[config.mk]
export PLATFORM = sky130hd
export DESIGN_NAME = roi_descramble_mover_flat
export DESIGN_NICKNAME = d
export VERILOG_FILES = /design/src/rtl/roi_descramble_mover_if.sv /design/src/rtl/roi_descramble_mover.sv /design/src/flat_wrapper.sv
export SDC_FILE = /design/constraint.sdc
export NUM_CORES = 1
export LEC_CHECK = 0
export ABC_AREA = 1
export CAP_MARGIN = 0
export CORE_MARGIN = 5
export CORE_UTILIZATION = 62
export CTS_CLUSTER_DIAMETER = 50
export DETAILED_ROUTE_END_ITERATION = 12
export DONT_BUFFER_PORTS = 1
export HOLD_SLACK_MARGIN = 0.02
export PLACE_DENSITY = 0.87
export REMOVE_ABC_BUFFERS = 1
export SLEW_MARGIN = 20
export SYNTH_ARGS = -nofsm -noshare
export SYNTH_HDL_FRONTEND = slang
export SYNTH_SLANG_ARGS = --single-unit
[constraint.sdc]
create_clock -name clk -period 4.35 [get_ports clk]
set_input_delay 0.435 -clock clk [delete_from_list [all_inputs] [get_ports clk]]
set_output_delay 0.435 -clock clk [all_outputs]
set_load 0.01 [all_outputs]
[src/rtl/roi_descramble_mover_if.sv]
// rtl/roi_descramble_mover_if.sv - handshake, descrambler and memory bus bundle for the ROI mover
interface roi_descramble_mover_if;
   logic        start;
   logic [15:0] key;
   logic        busy;
   logic        done;
   logic [11:0] ds_in_addr;
   logic [15:0] ds_key;
   logic        ds_rst_n;
   logic [11:0] ds_out_addr;
   logic [11:0] face_raddr;
   logic [7:0]  face_rdata;
   logic        frm_we;
   logic [15:0] frm_waddr;
   logic [7:0]  frm_wdata;

   // mover side: drives the descrambler, face buffer and frame memory
   modport master (
      input  start, key, ds_out_addr, face_rdata,
      output busy, done, ds_in_addr, ds_key, ds_rst_n,
             face_raddr, frm_we, frm_waddr, frm_wdata
   );

   // environment side: requests, descrambler and memories
   modport slave (
      output start, key, ds_out_addr, face_rdata,
      input  busy, done, ds_in_addr, ds_key, ds_rst_n,
             face_raddr, frm_we, frm_waddr, frm_wdata
   );
endinterface

[src/rtl/roi_descramble_mover.sv]
// rtl/roi_descramble_mover.sv - restores a 64x64 scrambled face region into the 256x256 frame
module roi_descramble_mover #(
   parameter int ROW0   = 97,
   parameter int COL0   = 86,
   parameter int DS_LAT = 12
) (
   input  logic clk,
   input  logic reset,
   roi_descramble_mover_if.master bus
);

   localparam int             CW       = (DS_LAT > 1) ? $clog2(DS_LAT) : 1;
   localparam logic [CW-1:0]  CNT_LAST = CW'(DS_LAT - 1);
   localparam logic [7:0]     ROW0_B   = 8'(ROW0);
   localparam logic [7:0]     COL0_B   = 8'(COL0);

   typedef enum logic [2:0] {
      S_IDLE, S_KICK, S_WAIT, S_READ, S_WRITE, S_DONE
   } state_t;

   state_t         state_q, state_d;
   logic [11:0]    idx_q, idx_d;
   logic [CW-1:0]  cnt_q, cnt_d;
   logic [15:0]    key_q, key_d;
   logic [11:0]    in_addr_q, in_addr_d;
   logic [11:0]    raddr_q, raddr_d;
   logic [15:0]    waddr_q, waddr_d;
   logic [7:0]     wdata_q, wdata_d;
   logic [7:0]     row_sum, col_sum;

   // ROI coordinates never carry past 255 for legal parameters, so row/col concatenate into the address
   assign row_sum = ROW0_B + {2'b00, idx_q[11:6]};
   assign col_sum = COL0_B + {2'b00, idx_q[5:0]};

   // state and datapath registers; reset abandons any walk in progress
   always_ff @(posedge clk) begin
      if (!reset) begin
         state_q   <= S_IDLE;
         idx_q     <= '0;
         cnt_q     <= '0;
         key_q     <= '0;
         in_addr_q <= '0;
         raddr_q   <= '0;
         waddr_q   <= '0;
         wdata_q   <= '0;
      end else begin
         state_q   <= state_d;
         idx_q     <= idx_d;
         cnt_q     <= cnt_d;
         key_q     <= key_d;
         in_addr_q <= in_addr_d;
         raddr_q   <= raddr_d;
         waddr_q   <= waddr_d;
         wdata_q   <= wdata_d;
      end
   end

   // next-state sequencing: kick the descrambler, wait out its latency, read, write
   always_comb begin
      state_d   = state_q;
      idx_d     = idx_q;
      cnt_d     = cnt_q;
      key_d     = key_q;
      in_addr_d = in_addr_q;
      raddr_d   = raddr_q;
      waddr_d   = waddr_q;
      wdata_d   = wdata_q;
      case (state_q)
         S_IDLE: begin
            if (bus.start) begin
               key_d     = bus.key;
               idx_d     = '0;
               in_addr_d = '0;
               state_d   = S_KICK;
            end
         end
         S_KICK: begin
            cnt_d   = '0;
            state_d = S_WAIT;
         end
         S_WAIT: begin
            cnt_d = cnt_q + 1'b1;
            if (cnt_q == CNT_LAST) begin
               raddr_d = bus.ds_out_addr;
               state_d = S_READ;
            end
         end
         S_READ: begin
            waddr_d = {row_sum, col_sum};
            state_d = S_WRITE;
         end
         S_WRITE: begin
            wdata_d = bus.face_rdata;
            if (idx_q == 12'hFFF) begin
               state_d = S_DONE;
            end else begin
               idx_d     = idx_q + 12'd1;
               in_addr_d = idx_q + 12'd1;
               state_d   = S_KICK;
            end
         end
         S_DONE: begin
            idx_d   = '0;
            state_d = S_IDLE;
         end
         default: state_d = S_IDLE;
      endcase
   end

   // face data is only valid during WRITE, so write data passes straight through then and holds afterwards
   assign bus.busy       = (state_q != S_IDLE);
   assign bus.done       = (state_q == S_DONE);
   assign bus.ds_rst_n   = (state_q != S_KICK);
   assign bus.ds_in_addr = in_addr_q;
   assign bus.ds_key     = key_q;
   assign bus.face_raddr = raddr_q;
   assign bus.frm_we     = (state_q == S_WRITE);
   assign bus.frm_waddr  = waddr_q;
   assign bus.frm_wdata  = (state_q == S_WRITE) ? bus.face_rdata : wdata_q;

endmodule

[src/flat_wrapper.sv]
// flat-port wrapper written by rule: the top's interface ports become plain ports
module roi_descramble_mover_flat 
#(
   parameter int ROW0   = 97,
   parameter int COL0   = 86,
   parameter int DS_LAT = 12
)
  (clk, reset, bus_start, bus_key, bus_ds_out_addr, bus_face_rdata, bus_busy, bus_done, bus_ds_in_addr, bus_ds_key, bus_ds_rst_n, bus_face_raddr, bus_frm_we, bus_frm_waddr, bus_frm_wdata);
  roi_descramble_mover_if bus_i ();
  input  logic clk;
  input  logic reset;
  input wire logic [$bits(bus_i.start)-1:0] bus_start;
  input wire logic [$bits(bus_i.key)-1:0] bus_key;
  input wire logic [$bits(bus_i.ds_out_addr)-1:0] bus_ds_out_addr;
  input wire logic [$bits(bus_i.face_rdata)-1:0] bus_face_rdata;
  output wire logic [$bits(bus_i.busy)-1:0] bus_busy;
  output wire logic [$bits(bus_i.done)-1:0] bus_done;
  output wire logic [$bits(bus_i.ds_in_addr)-1:0] bus_ds_in_addr;
  output wire logic [$bits(bus_i.ds_key)-1:0] bus_ds_key;
  output wire logic [$bits(bus_i.ds_rst_n)-1:0] bus_ds_rst_n;
  output wire logic [$bits(bus_i.face_raddr)-1:0] bus_face_raddr;
  output wire logic [$bits(bus_i.frm_we)-1:0] bus_frm_we;
  output wire logic [$bits(bus_i.frm_waddr)-1:0] bus_frm_waddr;
  output wire logic [$bits(bus_i.frm_wdata)-1:0] bus_frm_wdata;
  assign bus_i.start = bus_start;
  assign bus_i.key = bus_key;
  assign bus_i.ds_out_addr = bus_ds_out_addr;
  assign bus_i.face_rdata = bus_face_rdata;
  assign bus_busy = bus_i.busy;
  assign bus_done = bus_i.done;
  assign bus_ds_in_addr = bus_i.ds_in_addr;
  assign bus_ds_key = bus_i.ds_key;
  assign bus_ds_rst_n = bus_i.ds_rst_n;
  assign bus_face_raddr = bus_i.face_raddr;
  assign bus_frm_we = bus_i.frm_we;
  assign bus_frm_waddr = bus_i.frm_waddr;
  assign bus_frm_wdata = bus_i.frm_wdata;
  roi_descramble_mover #(.ROW0(ROW0), .COL0(COL0), .DS_LAT(DS_LAT)) u_core (.clk(clk), .reset(reset), .bus(bus_i));
endmodule
# ---- Word level (Yosys, flattened, before mapping)
# Index checks and enable logic that the tools add are counted.
dict set report classes {
  n_addsub 4
  multipliers 0
  div_mod_pow 0
  order_cmp 0
  eq_ne 11
  shifts 0
  n_mux 10
  bitwise_logic 0
  reduce_logical 10
}
# operator n
set ops {}
lappend ops {{12-bit case mux with 3 select lines} 1}
lappend ops {{12-bit two-way mux} 2}
lappend ops {{12-bit case mux with 2 select lines} 1}
lappend ops {{7-bit by 6-bit adder with 8-bit output (first input constant)} 2}
lappend ops {{3-bit case mux with 5 select lines} 1}
lappend ops {{12-bit by 1-bit adder with 12-bit output (second input constant)} 1}
lappend ops {{12-bit equality test (second input constant)} 1}
lappend ops {{3-bit two-way mux} 3}
lappend ops {{8-bit two-way mux} 1}
lappend ops {{4-bit case mux with 2 select lines} 1}
lappend ops {{3-bit by 2-bit equality test with 1-bit output (second input constant)} 2}
lappend ops {{3-bit equality test (second input constant)} 2}
lappend ops {{2-bit AND reduction} 3}
lappend ops {{3-bit AND reduction} 2}
lappend ops {{3-bit nonzero test} 2}
lappend ops {{4-bit by 1-bit adder with 4-bit output (second input constant)} 1}
lappend ops {{4-bit equality test (second input constant)} 1}
lappend ops {{2-bit inequality test (second input constant)} 2}
lappend ops {{2-bit nonzero test} 2}
lappend ops {{3-bit by 1-bit equality test with 1-bit output (second input constant)} 1}
lappend ops {{3-bit logical NOT} 1}
lappend ops {{3-bit by 1-bit inequality test with 1-bit output (second input constant)} 1}
lappend ops {{2-bit by 1-bit inequality test with 1-bit output (second input constant)} 1}
dict set report totals {
  ff_bits 83
  latch_bits 0
  mem_bits_rw 0
  rom_bits 0
  in_bits 39
  out_inout_bits 68
  wordCells 43
  mem_count 0
}

# ---- Longest topological paths before layout
dict set report depth {
  ltp_word 3
  ltp_mapped 11
  ltp_nobuf 10
}

# ---- Worst setup path before layout
# OpenSTA, ideal clock, no wires.
dict set report synth_timing {
  path_type {register to output}
  startpoint {register u_core.state_q[1]}
  endpoint {output bus_frm_wdata[6]}
  arrival_time_ns 1.225
  required_time_ns 3.915
  path_slack_ns 2.690
  path_stages_with_launch 8
  path_buffers 1
  cell_sequence {dfxtp_1 nor2_1 nand2_2 inv_2 buf_6 or2_2 o21ai_0 inv_1}
}
dict set report synth_via {
  elab_chain_len 2
}
# element line_no
set synth_lines {}
lappend synth_lines {{start, declared} roi_descramble_mover.sv:21} ;# state_t state_q, state_d;
lappend synth_lines {{start signal, assigned} roi_descramble_mover.sv:47} ;# state_q <= state_d;
lappend synth_lines {{3-bit equality test} -}
lappend synth_lines {{named net bus_frm_we} flat_wrapper.sv:22} ;# output wire logic [$bits(bus_i.frm_we)-1:0] bus_frm_we;
lappend synth_lines {{8-bit two-way mux} -}
lappend synth_lines {{end, declared} flat_wrapper.sv:24} ;# output wire logic [$bits(bus_i.frm_wdata)-1:0] bus_frm_wdata;
# The timed path passes the listed nets, and every way through them passes these cells.

# ---- Worst setup path after layout
dict set report layout_timing {
  startpoint {register u_core.state_q[1]}
  endpoint {output bus_frm_wdata[0]}
}
# The elaborated chain is that of the path after synthesis.

==> results.tsv <==
metric	value	unit
run_status	complete, no violations	
worst-setup-path-type	flop to output pin	
clk_transition_reported_paths	80	ps
drtAntennaViolNets	0	
finalWorstPathRequiredPeriod	2340	ps
root_cell_of_the_clock_tree	clkbuf_8	
cap_violations	0	
fp.dieW	85.3	µm
postRouteWirelength	7.72	mm
die-height	85.3	µm
antenna_found_initial	0	
regArea	0.00166	mm²
cts-resized-gates	0	
place.gp.congestion	0.916	
final_layout_size_suffix_gt1_frac	0.0725	
avgViaCountPerCell	5.49	
portBuffers	0	
setup_clock_skew_after_layout	7.80	ps
slew_worst_pin	884	ps
arrival	1910	ps
power_density	412	mW/mm²
yosys_most_used_dff	dfxtp_1	
initial_utilization	0.638	
grt_pass1_vias	2823	
grt_max_degree	53	
first_pass_iters	4	
max_clock_freq	427	MHz
hold_class	primary input to flop	
ys_types	29	
timing.rr.start	u_core.state_q[1]	
wl_per_cell	14.3	µm
grt.overflow.total	0	
core_area	0.00551	mm²
htreeDepth	3	
dr.first_iter.drc_count	204	
first_pass_grt_wire_length	12.9	mm
finalMaxSlewViolations	0	
postLayoutSetupSlackWorst	2010	ps
route.detailed.drc	0	
post-dp-hpwl	5.49	mm
stdcell_count	541	
clockBufferDepth	2	
setup_violations	0	
yosys_warnings	0	
cts_tree	done	
tcrit_tclk_final	0.538	
std_cell_rows	27	
place_inst	525	
cts_buffers	9	
flop_to_flop_setup_slack	2210	ps
netlist_top_cells_area	dfxtp_1 (47%), nand2_1 (8.7%), nor2_1 (8.4%)	
finalHoldViolations	0	
synth_edf_count	0	
timing.setup.tns	0	ps
design.die.area	0.00727	mm²
route.vias.total	2969	
syn_area	0.00351	mm²
r2r_cells	6	
synth-seq-area-share	0.473	
synth.ff_latch_count	83	
post-cts-setup-buffer-count	0	
critical_path.max_fanout	17	
postSynthCellCount	476	
num_clock_sinks	83	
n_antenna_cell	0	
setup_repair_after_global_routing_missed_its_margin	false	
multiInputGateArea	0.00156	mm²
worst_setup_path_start_kind	flop	
pre_cts_slack	2240	ps
p_leak	1.54	nW
cp-end-kind	output pin	
yosys.area.top_type	dfxtp_1	
setup.worst_path.start	u_core.state_q[1]	
clkLatencyLatePin	340	ps
cts_hold_repair.buffers	0	
mostFrequentLayoutCell	dfxtp_1	
ys_async_sr_fraction	0	
io-pin-count	107	
worst_r2r_endpoint	u_core.bus.frm_waddr[5]	
yosys.area.top_type_share	0.473	
n_fill_cell	483	
grt_use_total	0.217	
slew_headroom	0.410	
average_size_of_a_mapped_cell	7.38	µm²
required_time_of_the_critical_path	3910	ps
crit_path_to	bus_frm_wdata[0]	
area_growth	3.38	%
max-vdd-ir-drop	0.227	mV
commonest_cells_after_routing_fill_and_taps_aside	dfxtp_1 (83), nand2_1 (81), nor2_1 (79)	
finish.net_count	508	
## where the power goes
part           internal [mW]  switching [mW]
sequential             0.803          0.0498
clock                  0.205           0.260
combinational         0.0559           0.124
## sequential cells by signal (all words and copies together) (netlist names)
register,flops
u_core.idx_q,12
u_core.bus.face_raddr,12
u_core.bus.frm_waddr,16
u_core.state_q,3
u_core.bus.ds_in_addr,12
u_core.wdata_q,8
u_core.cnt_q,4
u_core.bus.ds_key,16
## cells in the mapped netlist (3+ instances only)
| master | n |
|---|---|
| clkbuf_1 | 11 |
| o21ai_0 | 42 |
| nand2_4 | 3 |
| nor2_1 | 79 |
| dfxtp_1 | 83 |
| or2_2 | 8 |
| xor2_1 | 3 |
| a21oi_1 | 51 |
| buf_2 | 7 |
| nor3_1 | 3 |
| inv_1 | 39 |
| a211oi_1 | 3 |
| ha_1 | 5 |
| nand4_1 | 3 |
| nand2_1 | 81 |
| buf_6 | 3 |
| nand3_1 | 34 |
## cells by family after synthesis
kind of cell | Yosys count | share of synthesized area
buffers and inverters | 66 | 0.0847
AOI/OAI and AO/OA | 101 | 0.148
and+or+nand+nor | 217 | 0.266
adders and majority gates | 5 | 0.0178
DFF | 83 | 0.473
xor gates and xnor gates | 4 | 0.00997
## critical path: stages (launching register included)
cell,delay (ps)
dfxtp_1,430
nor2_1,90
nand2_2,270
inv_2,210
or2_2,320
o21ai_0,120
inv_1,120
## area by class of cell
class | count | area share
sequential | 83 | 0.457
multi-input combinational | 327 | 0.428
inverter | 42 | 0.0434
clock buffer | 11 | 0.0362
tap | 72 | 0.0248
clock inverter | 5 | 0.00826
timing repair buffer | 1 | 0.00207
## layer usage
| metal | track usage | vias up | share of wire |
|---|---|---|---|
| li1 | - | 1513 | - |
| met3 | 0.0699 | 7 | 0.089 |
| met4 | 0.0935 | 0 | 0.0079 |
| met2 | 0.364 | 88 | 0.49 |
| met1 | 0.252 | 1361 | 0.41 |
| met5 | 0 | - | 0 |
## per-stage QoR
step	utilization	hold slack (ps)	total power [mW]	area (µm²)
finish	0.660	201	1.50	3630
global route	0.660	196	1.58	3630
CTS	0.660	187	1.51	3630
global placement	0.631	476	1.04	3470
floorplan	-	458	1.00	3370
detailed placement	0.631	490	1.05	3470
## worst min path at each step
stage                                start                        to  cells past startpoint
after floorplan           u_core.idx_q[10]          u_core.idx_q[10]                      2
after global placement    u_core.idx_q[10]          u_core.idx_q[10]                      2
after detailed placement   u_core.cnt_q[1]           u_core.cnt_q[1]                      2
after CTS                            reset  u_core.bus.ds_in_addr[9]                      2
after global routing                 reset  u_core.bus.ds_in_addr[7]                      2
final                                reset  u_core.bus.ds_in_addr[9]                      2
No activity file was read; power rests on OpenSTA's default activity.
==> edit 1: new RTL, same flow settings <==
`key_q`, `in_addr_q`, `raddr_q`, `waddr_q` and `wdata_q` no longer have a reset.
--- a/src/rtl/roi_descramble_mover.sv
+++ b/src/rtl/roi_descramble_mover.sv
@@ -39,19 +39,17 @@
          idx_q     <= '0;
          cnt_q     <= '0;
-         key_q     <= '0;
-         in_addr_q <= '0;
-         raddr_q   <= '0;
-         waddr_q   <= '0;
-         wdata_q   <= '0;
       end else begin
          state_q   <= state_d;
          idx_q     <= idx_d;
          cnt_q     <= cnt_d;
-         key_q     <= key_d;
-         in_addr_q <= in_addr_d;
-         raddr_q   <= raddr_d;
-         waddr_q   <= waddr_d;
-         wdata_q   <= wdata_d;
       end
+   end
+
+   always_ff @(posedge clk) begin
+      key_q     <= key_d;
+      in_addr_q <= in_addr_d;
+      raddr_q   <= raddr_d;
+      waddr_q   <= waddr_d;
+      wdata_q   <= wdata_d;
    end
 
Formal check against the unedited RTL: not equivalent (a bounded check fails within 4 cycles, from zero or initial values and one cycle with reset low).
==> edit 1 against the unedited design <==
Setup slack improved by 0.23 ns. Wire length decreased by 18%. Area after synthesis decreased by 6.4%. Critical endpoint is now u_core.bus.face_raddr[11]$_DFFE_PP_. Critical path depth decreased by 2. Utilization increased by 3.7 points. Synthesized cell count decreased by 36%. Count of clock-buffer cells in the layout decreased by 1. Sequential cell count unchanged. Clock skew about the same. Highest routed layer unchanged. Design area decreased by 1.5%. Total power increased by 27%. Die area decreased by 5.6%.
==> edit 1: results (changes against the unedited design) <==
post-cts gate resize count 0 (unchanged); Least-Margin Pin Slew 0.902 ns (was 0.884 ns); peak supply drop 337 uV (was 227 uV); switching share of power 0.274 (was 0.289); Hold Path Sink u_core.bus.ds_key[8]$_DFFE_PP_ (was u_core.bus.ds_in_addr[9]$_SDFFE_PN0P_); final WL 6330 um (was 7720 um); LEAKAGE 0.00143 uW (was 0.00154 uW); EDFF count, synth 56 (was 0); Hold Startpoint bus_key[8] (was reset); ys flop type edfxtp_1 (was dfxtp_1); GR Util All Layers 0.194 (was 0.217); GRT met3 Usage 0.0683 (was 0.0699); Crit Path Max Fanout 12 (was 17); share of cells above drive strength 1 0.0978 (was 0.0725); area of placed instances 0.00335 mm^2 (was 0.00347 mm^2); DR WL met3 481 um (was 687 um); Post-Layout Cell Count 387 (was 541); Critical Path End u_core.bus.face_raddr[11]$_DFFE_PP_ (was bus_frm_wdata[0]); largest net degree at the start of global routing 19 (was 53); first-pass GRT wire length 10500 um (was 12900 um); status finished, final reports clean (unchanged); routability cong. 0.920 (was 0.916); reg2reg path depth 4 (was 6); synth unique cells 30 (was 29); Max Root-Sink Buffers 2 (unchanged); register area share after synthesis 0.675 (was 0.473); setup slack after placement 2.02 ns (was 2.24 ns); adder-cell share of the synthesized area 0.0190 (was 0.0178); max incr delay on CP 0.71 ns (was 0.43 ns); Final #Nets 356 (was 508); Crit path arrival time 2.08 ns (was 1.91 ns); Post-Route Skew 0.00809 ns (was 0.00780 ns); cell count after synthesis 306 (was 476); DP Cell Count 371 (was 525); DRT iter0 DRCs 148 (was 204); synth cell count leaders nand2_1, edfxtp_1, inv_1, nor2_1, dfxtp_1 (was dfxtp_1, nand2_1, nor2_1); Detailed Place HPWL 4570 um (was 5490 um); min Tclk post-route 2.11 ns (was 2.34 ns); routed wl met2 3340 um (was 3820 um); met1 Use GR 0.217 (was 0.252); Worst Hold Slack 0.186 ns (was 0.201 ns); Worst path slowest cell nor2_1 (was dfxtp_1); Area contributors post-synth edfxtp_1, dfxtp_1, nand2_1, inv_1, nor2_1 (was dfxtp_1, nand2_1, nor2_1, a21oi_1, o21ai_0); Compound-Gate Fraction of Synth Area 0.0479 (was 0.148); Reg2Reg Setup Slack 2.24 ns (was 2.21 ns); xor and xnor area share after synthesis 0.0186 (was 0.00997)
## edit 1: cell count changes in the layout (fill, tap and decap cells not counted), sizes merged, moves of 9 or more
cell / before / now
nor2: 83 / 38
dfxtp: 83 / 27
a21oi: 51 / 16
edfxtp: 0 / 56
nand2: 85 / 76
o21ai: 42 / 9
nand3: 34 / 18
## edit 1: power groups by stage
stage / Sequential, uW / Combinational (uW) / Clock [uW]
after CTS: 1050 / 250 / 607
after global placement: 1070 / 235 / 0
after floorplan: 1050 / 197 / 0
after global routing: 1060 / 289 / 645
final: 1050 / 251 / 595
after detailed placement: 1070 / 246 / 0
## edit 1: area by class of cell
class / instances / area, um^2
Fill cell: 375 / 1560
Timing Repair Buffer: 1 / 7.51
Inverter: 39 / 149
Tap cell: 70 / 87.6
Clock inverter: 6 / 86.3
Multi-Input combinational cell: 178 / 890
Sequential cell: 83 / 2220
Clock buffer: 10 / 138
==> edit 2: new RTL, same flow settings <==
Without the edit above. `DS_LAT` is set to 12 in 2 places; all go to 13.
--- a/src/rtl/roi_descramble_mover.sv
+++ b/src/rtl/roi_descramble_mover.sv
@@ -3,5 +3,5 @@
    parameter int ROW0   = 97,
    parameter int COL0   = 86,
-   parameter int DS_LAT = 12
+   parameter int DS_LAT = 13
 ) (
    input  logic clk,
--- a/src/flat_wrapper.sv
+++ b/src/flat_wrapper.sv
@@ -4,5 +4,5 @@
    parameter int ROW0   = 97,
    parameter int COL0   = 86,
-   parameter int DS_LAT = 12
+   parameter int DS_LAT = 13
 )
   (clk, reset, bus_start, bus_key, bus_ds_out_addr, bus_face_rdata, bus_busy, bus_done, bus_ds_in_addr, bus_ds_key, bus_ds_rst_n, bus_face_raddr, bus_frm_we, bus_frm_waddr, bus_frm_wdata);
Formal check against the unedited RTL: no difference found for any inputs over 10 cycles, from zero or initial values and one cycle with reset low; that may be too few to reach the edited logic, so the function may still have changed.
==> edit 2 against the unedited design <==
Wire length is 3.0% higher. Sequential power hardly changed. Critical path depth stayed put. Area after synthesis is 3.4% higher. Clock skew hardly changed. Setup slack better by 0.080 ns. Design area is 5.1% higher. Critical endpoint is now bus_frm_wdata[4]. Largest cell class is now multi-input gates. Sequential share of layout area is 2.2 points lower. Largest power group unchanged. Sequential cell count stayed put. Total power is 12% higher.
==> edit 2: results (changes against the unedited design) <==
H-tree levels 3 (unchanged); min Tclk post-route 2.26 ns (was 2.34 ns); routed vias 2989 (was 2969); Worst path slowest cell dfxtp_1 (unchanged); Port Buffer Count 0 (unchanged); Final #Nets 512 (was 508); LEAKAGE 0.00162 uW (was 0.00154 uW); peak supply drop 288 uV (was 227 uV); routability cong. 0.852 (was 0.916); Post-CTS Setup Bufs 0 (unchanged); vias in the first global route 2922 (was 2823); met2 GRT Util 0.360 (was 0.364); number of diodes 0 (unchanged); Crit path arrival time 1.83 ns (was 1.91 ns); ys flop type dfxtp_1 (unchanged); Critical Path End bus_frm_wdata[4] (was bus_frm_wdata[0]); GR Util All Layers 0.220 (was 0.217); DRT iter0 DRCs 162 (was 204); clk_lat worst skew 0.35 ns; Detailed Place HPWL 5620 um (was 5490 um); Hold Path Cell Cnt 2 (unchanged); Reg2Reg Launch Point u_core.cnt_q[0]$_SDFFE_PN0P_ (was u_core.state_q[1]$_SDFFE_PN0P_); CTS buffer count 9 (unchanged); Slew headroom 0.561 (was 0.410); initial antenna violation count 0 (unchanged); reg2reg path depth 7 (was 6); asr flop ratio synth 0 (unchanged); HP Class in2reg (unchanged); Post-Route Skew 0.00798 ns (was 0.00780 ns); First-pass DRT Iterations 4 (unchanged); synth unique cells 30 (was 29); Area contributors post-synth dfxtp_1, nor2_1, nand2_1, a21oi_1, o21ai_0 (was dfxtp_1, nand2_1, nor2_1, a21oi_1, o21ai_0); Syn. warnings 0 (unchanged); Hold Path Sink u_core.bus.ds_in_addr[11]$_SDFFE_PN0P_ (was u_core.bus.ds_in_addr[9]$_SDFFE_PN0P_); register area share after synthesis 0.457 (was 0.473); Worst-path clk slew 0.09 ns; GRT met3 Usage 0.0760 (was 0.0699); max incr delay on CP 0.52 ns (was 0.43 ns); Filler Cell Count 473 (was 483); setup slack after placement 2.44 ns (was 2.24 ns); largest net degree at the start of global routing 35 (was 53); status finished, final reports clean (unchanged); first-pass GRT wire length 13300 um (was 12900 um); Root Driver clkbuf_8 (unchanged); FF-to-FF End u_core.bus.face_raddr[3]$_SDFFE_PN0P_ (was u_core.bus.frm_waddr[5]$_SDFFE_PN0N_); Crit Path Max Fanout 18 (was 17); share of cells above drive strength 1 0.125 (was 0.0725); met1 Use GR 0.261 (was 0.252); Hold Startpoint reset (unchanged); CP Launch Point u_core.state_q[1]$_SDFFE_PN0P_ (unchanged); post-cts gate resize count 0 (unchanged); Max Root-Sink Buffers 2 (unchanged); remaining antenna violation count 0 (unchanged); routed length per instance 14.6 um (was 14.3 um); synth cell count leaders dfxtp_1, nor2_1, nand2_1 (was dfxtp_1, nand2_1, nor2_1)
edit 2: cell count changes after synthesis, moves of 3 or more:
cell and delta:
a21oi_1 -8, a21oi_2 +8, nand2_1 -8, nand3_2 +3
buf_4 +3, nand2_2 +8
edit 2: metal layers:
metal / share of wire / wire (um)
met2: 0.48 / 3850
met1: 0.40 / 3220
met5: 0 / 0
met4: 0.021 / 168
met3: 0.089 / 710
edit 2: worst max-delay path: cells and delay by family, from the launching register on:
family | cells | cell delay [ns]
simple gates | 3 | 0.56
compound gates | 1 | 0.10
buf+inv | 2 | 0.30
flops | 1 | 0.52
edit 2: cells by family after synthesis:
logic type,Yosys count,synth area share
AO/OA/AOI/OAI,100,0.152
flip-flops,83,0.457
AND/OR/NAND/NOR,219,0.274
adder cells (fa/ha/maj),6,0.0207
buffers and inverters,66,0.0844
XOR/XNOR,5,0.0121
edit 2: cell type report:
type / count / area (um^2) / share of cell area
Clock buffer: 11 / 151 / 0.0397
Clock inverter: 5 / 83.8 / 0.0220
Inverter: 42 / 158 / 0.0413
Multi-Input combinational cell: 330 / 1670 / 0.436
Sequential cell: 83 / 1660 / 0.435
Tap cell: 72 / 90.1 / 0.0236
Timing Repair Buffer: 1 / 7.51 / 0.00197
edit 2: per-stage QoR:
stage                     power (uW)  std cells  area [um^2]  hold WS (ns)
after floorplan                 1010        455         3480         0.470
after CTS                       1680        544         3820         0.181
final                           1670        544         3820         0.193
after detailed placement        1060        528         3580         0.495
after global routing            1760        544         3820         0.190
after global placement          1050        528         3580         0.492
edit 2: power breakdown:
group | internal, uW | switching [uW] | leakage [uW] | total (uW)
combinational | 58.9 | 128 | 0.000833 | 187
sequential | 801 | 50.6 | 0.000673 | 852
clock | 357 | 278 | 0.000112 | 635
total | 1220 | 457 | 0.00162 | 1670
